## src/rtl/pairwise_magnitude_comparator.sv

```systemverilog
// ----------------------------------------------------------------------------
// pairwise_magnitude_comparator
//
// Multi-cycle unsigned magnitude comparator. On an accepted start the two
// operands are latched, then walked one 2-bit pair per clock from the most
// significant pair downwards. The walk stops at the first unequal pair (or
// after pair 0 when every pair matched) and reports gt/eq/lt with a one-cycle
// done pulse. Each pair decision uses the same logic as the 2-bit
// greater-than slice.
//
// Ports:
//   clk    in   rising-edge clock
//   rst    in   synchronous reset, active-high
//   start  in   request a comparison; sampled only while idle
//   a, b   in   WIDTH-bit operands, latched when start is accepted
//   busy   out  comparison in progress
//   done   out  one-cycle pulse, result outputs valid
//   gt     out  A > B (unsigned)
//   eq     out  A == B
//   lt     out  A < B (unsigned)
//   npairs out  pairs examined for the last result (1..WIDTH/2)
// ----------------------------------------------------------------------------
module pairwise_magnitude_comparator #(
    parameter int WIDTH = 8
) (
    input  logic             clk,
    input  logic             rst,
    input  logic             start,
    input  logic [WIDTH-1:0] a,
    input  logic [WIDTH-1:0] b,
    output logic             busy,
    output logic             done,
    output logic             gt,
    output logic             eq,
    output logic             lt,
    output logic [7:0]       npairs
);

    localparam int P     = WIDTH / 2;
    localparam int IDX_W = (P > 1) ? $clog2(P) : 1;
    localparam logic [IDX_W-1:0] LAST_IDX = IDX_W'(P - 1);

    typedef enum logic [0:0] {
        IDLE = 1'b0,
        RUN  = 1'b1
    } state_t;

    // 2-bit greater-than slice: x > y, unsigned.
    function automatic logic pair_gt(input logic [1:0] x, input logic [1:0] y);
        return (x[1] & ~y[1]) | (~(x[1] ^ y[1]) & x[0] & ~y[0]);
    endfunction

    state_t           state_r, state_s;
    logic [WIDTH-1:0] a_r, a_s;
    logic [WIDTH-1:0] b_r, b_s;
    logic [IDX_W-1:0] idx_r, idx_s;
    logic             busy_s, done_s, gt_s, eq_s, lt_s;
    logic [7:0]       npairs_s;
    logic [WIDTH-1:0] a_sh_s, b_sh_s;
    logic [1:0]       a_pair_s, b_pair_s;

    // Select the pair currently addressed by the index (shift by 2*idx).
    always_comb begin
        a_sh_s   = a_r >> {idx_r, 1'b0};
        b_sh_s   = b_r >> {idx_r, 1'b0};
        a_pair_s = a_sh_s[1:0];
        b_pair_s = b_sh_s[1:0];
    end

    // Next-state and next-output logic; everything holds unless changed.
    always_comb begin
        state_s  = state_r;
        a_s      = a_r;
        b_s      = b_r;
        idx_s    = idx_r;
        busy_s   = busy;
        done_s   = 1'b0;
        gt_s     = gt;
        eq_s     = eq;
        lt_s     = lt;
        npairs_s = npairs;
        case (state_r)
            IDLE: begin
                if (start) begin
                    a_s      = a;
                    b_s      = b;
                    idx_s    = LAST_IDX;
                    gt_s     = 1'b0;
                    eq_s     = 1'b0;
                    lt_s     = 1'b0;
                    npairs_s = 8'd0;
                    busy_s   = 1'b1;
                    state_s  = RUN;
                end else begin
                    state_s  = IDLE;
                end
            end
            RUN: begin
                npairs_s = npairs + 8'd1;
                if (pair_gt(a_pair_s, b_pair_s)) begin
                    gt_s    = 1'b1;
                    done_s  = 1'b1;
                    busy_s  = 1'b0;
                    state_s = IDLE;
                end else if (pair_gt(b_pair_s, a_pair_s)) begin
                    lt_s    = 1'b1;
                    done_s  = 1'b1;
                    busy_s  = 1'b0;
                    state_s = IDLE;
                end else if (idx_r == {IDX_W{1'b0}}) begin
                    eq_s    = 1'b1;
                    done_s  = 1'b1;
                    busy_s  = 1'b0;
                    state_s = IDLE;
                end else begin
                    // Pair matched, move on to the next lower pair.
                    idx_s   = idx_r - IDX_W'(1);
                    state_s = RUN;
                end
            end
            default: begin
                busy_s  = 1'b0;
                state_s = IDLE;
            end
        endcase
    end

    // State, operand and output registers with synchronous reset.
    always_ff @(posedge clk) begin
        if (rst) begin
            state_r <= IDLE;
            a_r     <= {WIDTH{1'b0}};
            b_r     <= {WIDTH{1'b0}};
            idx_r   <= {IDX_W{1'b0}};
            busy    <= 1'b0;
            done    <= 1'b0;
            gt      <= 1'b0;
            eq      <= 1'b0;
            lt      <= 1'b0;
            npairs  <= 8'd0;
        end else begin
            state_r <= state_s;
            a_r     <= a_s;
            b_r     <= b_s;
            idx_r   <= idx_s;
            busy    <= busy_s;
            done    <= done_s;
            gt      <= gt_s;
            eq      <= eq_s;
            lt      <= lt_s;
            npairs  <= npairs_s;
        end
    end

endmodule
```

## config.mk

```make
export PLATFORM = sky130hd
export DESIGN_NAME = pairwise_magnitude_comparator
export DESIGN_NICKNAME = d
export VERILOG_FILES = /design/src/rtl/pairwise_magnitude_comparator.sv
export SDC_FILE = /design/constraint.sdc
export NUM_CORES = 1
export LEC_CHECK = 0
export BUFFER_PORTS_ARGS = -buffer_cell sky130_fd_sc_hd__buf_2
export CAP_MARGIN = 20
export CORE_MARGIN = 5
export CORE_UTILIZATION = 50
export CTS_BUF_LIST = sky130_fd_sc_hd__clkbuf_8
export DETAILED_ROUTE_END_ITERATION = 7
export GPL_ROUTABILITY_DRIVEN = 0
export GPL_TIMING_DRIVEN = 0
export HOLD_SLACK_MARGIN = 0.12
export PLACE_DENSITY = 0.79
export REMOVE_ABC_BUFFERS = 1
export SLEW_MARGIN = 20
export SYNTH_ARGS = -nofsm -noshare
export SYNTH_HDL_FRONTEND = slang
export SYNTH_SLANG_ARGS = --single-unit
export TNS_END_PERCENT = 50
```

## constraint.sdc

```tcl
create_clock -name clk -period 2.5 [get_ports clk]
set_clock_uncertainty 0.15 [all_clocks]
set_input_delay 0.25 -clock clk [delete_from_list [all_inputs] [get_ports clk]]
set_output_delay 0.25 -clock clk [all_outputs]
set_load 0.01 [all_outputs]
```

**Yosys cells after proc, flatten, opt, wreduce, memory -nomap -nowiden**

Index checks and enable logic that the tools add are counted.

- Register bits after elaboration: 32
- Bits of input ports: 19
- Output and inout port bits: 13
- Logic and storage cells: 75

- Add/sub/neg operators: 2
- Equal/unequal tests: 8
- Shift operators: 2
- Multiplexer cells: 30
- Bitwise operators: 15
- Reductions and logical operators: 8

Operator list:

| kind | number |
|---|---|
| $mux 1 | 18 |
| $pmux 8 s2 | 1 |
| $shr 8x3->2 | 2 |
| $pmux 1 s2 | 5 |
| $add 8x1->8 const B | 1 |
| $mux 2 | 4 |
| $mux 8 | 1 |
| $ne 2x2->1 const B | 4 |
| $reduce_and 4->1 | 2 |
| $and 1x1->1 | 6 |
| $ne 2x1->1 const B | 3 |
| $not 1->1 | 6 |
| $reduce_and 2->1 | 3 |
| $ne 4x1->1 const B | 1 |
| $pmux 2 s2 | 1 |
| $reduce_and 3->1 | 1 |
| $logic_not 2->1 | 1 |
| $or 1x1->1 | 2 |
| $reduce_or 2->1 | 1 |
| $sub 2x1->2 const B | 1 |
| $xor 1x1->1 | 1 |

**Depth between registers and ports, before layout**

- Depth in word-level cells: 9
- Mapped depth: 9
- Mapped depth without buffers: 8

**Least setup slack after synthesis**

OpenSTA, ideal clock, no wires.

- Path kind: reg-to-reg
- Start: register idx_r[0]
- End: register idx_r[0]
- Library setup time: 86 ps
- Arrival time: 2,210 ps
- Data required time: 2,264 ps
- Slack: 54 ps
- Cell stages (with the launch flop): 7
- Clock period less this slack: 2,446 ps
- Path through: dfxtp_1 -> buf_6 -> mux4_1 -> ha_1 -> nor3_1 -> mux2_2 -> a211oi_1

- Word-level cells in the longest chain between the ends: 8
- Elaborated cells between the ends (all ways): 26

Ends and longest elaborated chain:

| item | RTL line | text |
|---|---|---|
| from (decl) | 56 | `logic [IDX_W-1:0] idx_r, idx_s;` |
| from (signal assigned) | 134 | `idx_r <= {IDX_W{1'b0}};` |
| from (signal assigned) | 145 | `idx_r <= idx_s;` |
| $shr 8x3->2 (on tied branches) | 65, 64 |  |
| $xor 1x1->1 | 50 | `return (x[1] & ~y[1]) \| (~(x[1] ^ y[1]) & x[0] & ~y[0]);` |
| $not 1->1 | 50 |  |
| $and 1x1->1 (2 in a row) | 50 |  |
| $or 1x1->1 | 50 |  |
| $ne 2x2->1 (no line) | -- |  |
| $reduce_and 4->1 (no line) | -- |  |

Parallel ways exist; a longest one is shown, timed or not. The select of a mux whose other input is x is not followed.
A chain may end at the register's enable or synchronous reset.

**Worst setup path after layout**

- Start: register idx_r[0]
- End: register idx_r[1]

The elaborated chain is that of the path after synthesis.

==> impl_metrics.tcl <==
set metrics [dict create \
    clockBufferDepth 2 \
    fp.dieArea_um2 4282 \
    critPathLaunchType "register" \
    drive_gt1_share_pct 23.32 \
    synth_cell_type_count 35 \
    finalMaxSlewViolations 0 \
    drc 0 \
    startpoint "idx_r[0]$_SDFFE_PP0P_" \
    fp.dieH_um 65.44 \
    dr.pass1.iters 4 \
    synth-seq-area-share_pct 41.69 \
    grt_pass1_vias 1322 \
    syn2layout_area_growth_pct 26.95 \
    fillers 262 \
    cp_max_fo 6 \
    status "complete, no violations" \
    regToRegSetupSlack_ns 0.09 \
    fin_crit_sh_pct 96.23 \
    drt_iter0_drc 68 \
    grt_pass1_wl_um 5671 \
    synthCells 178 \
    yosys.area.top_type_share_pct 41.69 \
    rows 20 \
    r2r-start "idx_r[0]$_SDFFE_PP0P_" \
    antenna_found_initial 0 \
    synth_warnings 0 \
    layout.cells.non_filler 256 \
    clockRootBuffer "clkbuf_8" \
    layout.nets 245 \
    post-dp-hpwl_um 1992 \
    grt_max_degree 34 \
    setup_ws_ns 0.09415 \
    fmax_mhz 415.7 \
    syn_avg_cell_area_um2 8.632 \
    setup_viol 0 \
    synth_area_leaders "dfxtp_1, a21oi_1, nand2_1" \
    final_cell_mix "nand2_1, dfxtp_1, buf_2" \
    ir_worst_vdd_v 0.0003673 \
    path_clk_slew_ns 0.06 \
    worst_pin_slew_ns 0.9033 \
    cp.required_ns 2.49 \
    htreeDepth 2 \
    diodes 0 \
    syn-cell-area_um2 1536 \
    vias_per_cell 5.367 \
    gr-total-overflow 0 \
    wl_um 3441 \
    place_ws_ns -0.1689 \
    r2r-end "idx_r[1]$_SDFFE_PP0P_" \
    cts_buffers 5 \
    setup.worst_path.end "idx_r[1]$_SDFFE_PP0P_" \
    numPlacedInstances 231 \
    clk_latency_ns 0.29 \
    fp.dieW_um 65.44 \
    power.density_nw_per_um2 629.2 \
    worstSetupEndpointType "register" \
    path_class "register to register" \
    vias 1374 \
    io-pin-count 32 \
    ys_seq_elements 32 \
    rr_worst_depth 7 \
    ff_latch_area_um2 644.4 \
    port_buffers 31 \
    ant_nets 0 \
    core_area_um2 3003 \
    grt_usage_pct 17.45 \
    multiInputGateArea_um2 825.8 \
    slew_headroom_pct 39.78 \
    timing_hold_violations_final 0 \
    hp-class "input pin to register" \
    power.leakage_nw 0.8103 \
    start_util_pct 51.17 \
    cts_tree "yes" \
    cp.arrival_ns 2.40 \
    drv_cap 0 \
    wire_per_inst_um 13.44 \
    layout_commonest_cell "nand2_1" \
    clock_sinks 32 \
    fin_crit_ns 2.406 \
    yosys.area.top_type "dfxtp_1" \
]
## cells by family (layout without fill, tap and decap cells)
| logic type | after synthesis | after routing | share of synthesized area, % |
|---|---|---|---|
| AO/OA/AOI/OAI | 43 | 43 | 16.45 |
| XOR/XNOR | 4 | 4 | 2.280 |
| adder cells (fa/ha/maj) | 4 | 4 | 3.257 |
| buffers and inverters | 18 | 63 | 5.782 |
| flip-flops | 32 | 32 | 41.69 |
| multiplexers | 11 | 11 | 10.26 |
| AND/OR/NAND/NOR | 66 | 66 | 20.28 |
## Yosys cell counts, drive strengths merged
master,instances
a31oi,1
buf,2
a21oi,30
o31a,1
a31o,1
nor3b,1
nand4b,1
nor3,2
nand2b,3
clkbuf,9
dfxtp,32
mux2,2
a211oi,3
nand2,35
or3,3
o211ai,3
ha,4
o21ai,2
a22oi,1
nand3b,2
mux2i,6
nor2,7
nor2b,1
inv,7
nand4,3
xnor2,4
or2,2
nand3,6
o21bai,1
mux4,3
## power breakdown
part | leakage (nW) | internal [mW] | switching (mW)
clock network | 0.0538 | 0.216 | 0.184
logic | 0.494 | 0.123 | 0.127
registers | 0.262 | 0.541 | 0.0366
## critical path, cell delays in order (launching register included)
cell and delay, ns:
dfxtp_4 0.39, mux4_1 0.59, ha_1 0.37, inv_2 0.10, nor2_1 0.06, a22oi_2 0.28, mux2i_1 0.25, a211oi_2 0.08
## metal layers
metal / global-route usage, % / part of all wire, %
met1: 18.96 / 43
met2: 28.95 / 48
met3: 4.615 / 5.1
met4: 12.95 / 3.3
met5: 0 / 0
## registers in the layout, summed over array words and instances, names as in the netlist, 2 cells and up
signal	count
a_r	8
b_r	8
npairs	8
idx_r	2
## how the worst min path moves through the flow
stage	slack [ns]	cells past startpoint	to	start
floorplan	0.16	1	gt$_SDFFE_PP0P_	rst
global placement	0.29	2	a_r[5]$_SDFFE_PP0P_	a_r[5]$_SDFFE_PP0P_
detailed placement	0.29	2	a_r[1]$_SDFFE_PP0P_	a_r[1]$_SDFFE_PP0P_
CTS	0.14	3	busy$_SDFFE_PP0P_	start
global route	0.19	3	busy$_SDFFE_PP0P_	start
finish	0.15	3	busy$_SDFFE_PP0P_	start
## what timing repair did
| item | 4_1_cts | 5_1_grt |
|---|---|---|
| buffers inserted | 0 | 1 |
| hold buffers | 16 | 0 |
| endpoints found under the hold margin | 16 | 0 |
| endpoints found under the setup margin | 1 | 5 |
| pin swaps | 0 | 1 |
| resized for setup | 2 | 4 |
## per-stage QoR
| step | instance area [um2] | hold slack [ns] | total power [mW] | utilization (%) | setup TNS [ns] |
|---|---|---|---|---|---|
| 6_report | 1951 | 0.1518 | 1.227 | 64.96 | 0 |
| 5_1_grt | 1951 | 0.1891 | 1.288 | 64.96 | -0.06050 |
| 4_1_cts | 1932 | 0.1410 | 1.221 | 64.33 | 0 |
| 3_5_place_dp | 1670 | 0.2940 | 0.7916 | 55.63 | -0.1689 |
| 3_3_place_gp | 1670 | 0.2911 | 0.7895 | 55.63 | -0.1896 |
| 2_1_floorplan | 1474 | 0.1624 | 0.7300 | - | 0 |
## final cells by class
type                    instances  area share, %
clock inverters                 2         0.3849
clock buffers                   6          4.233
well taps                      33          2.117
flip-flops and latches         32          33.03
inverters                       7          1.347
multi-input cells             128          42.33
repair buffers                 48          16.55
Power figures use the tool's default switching activity.
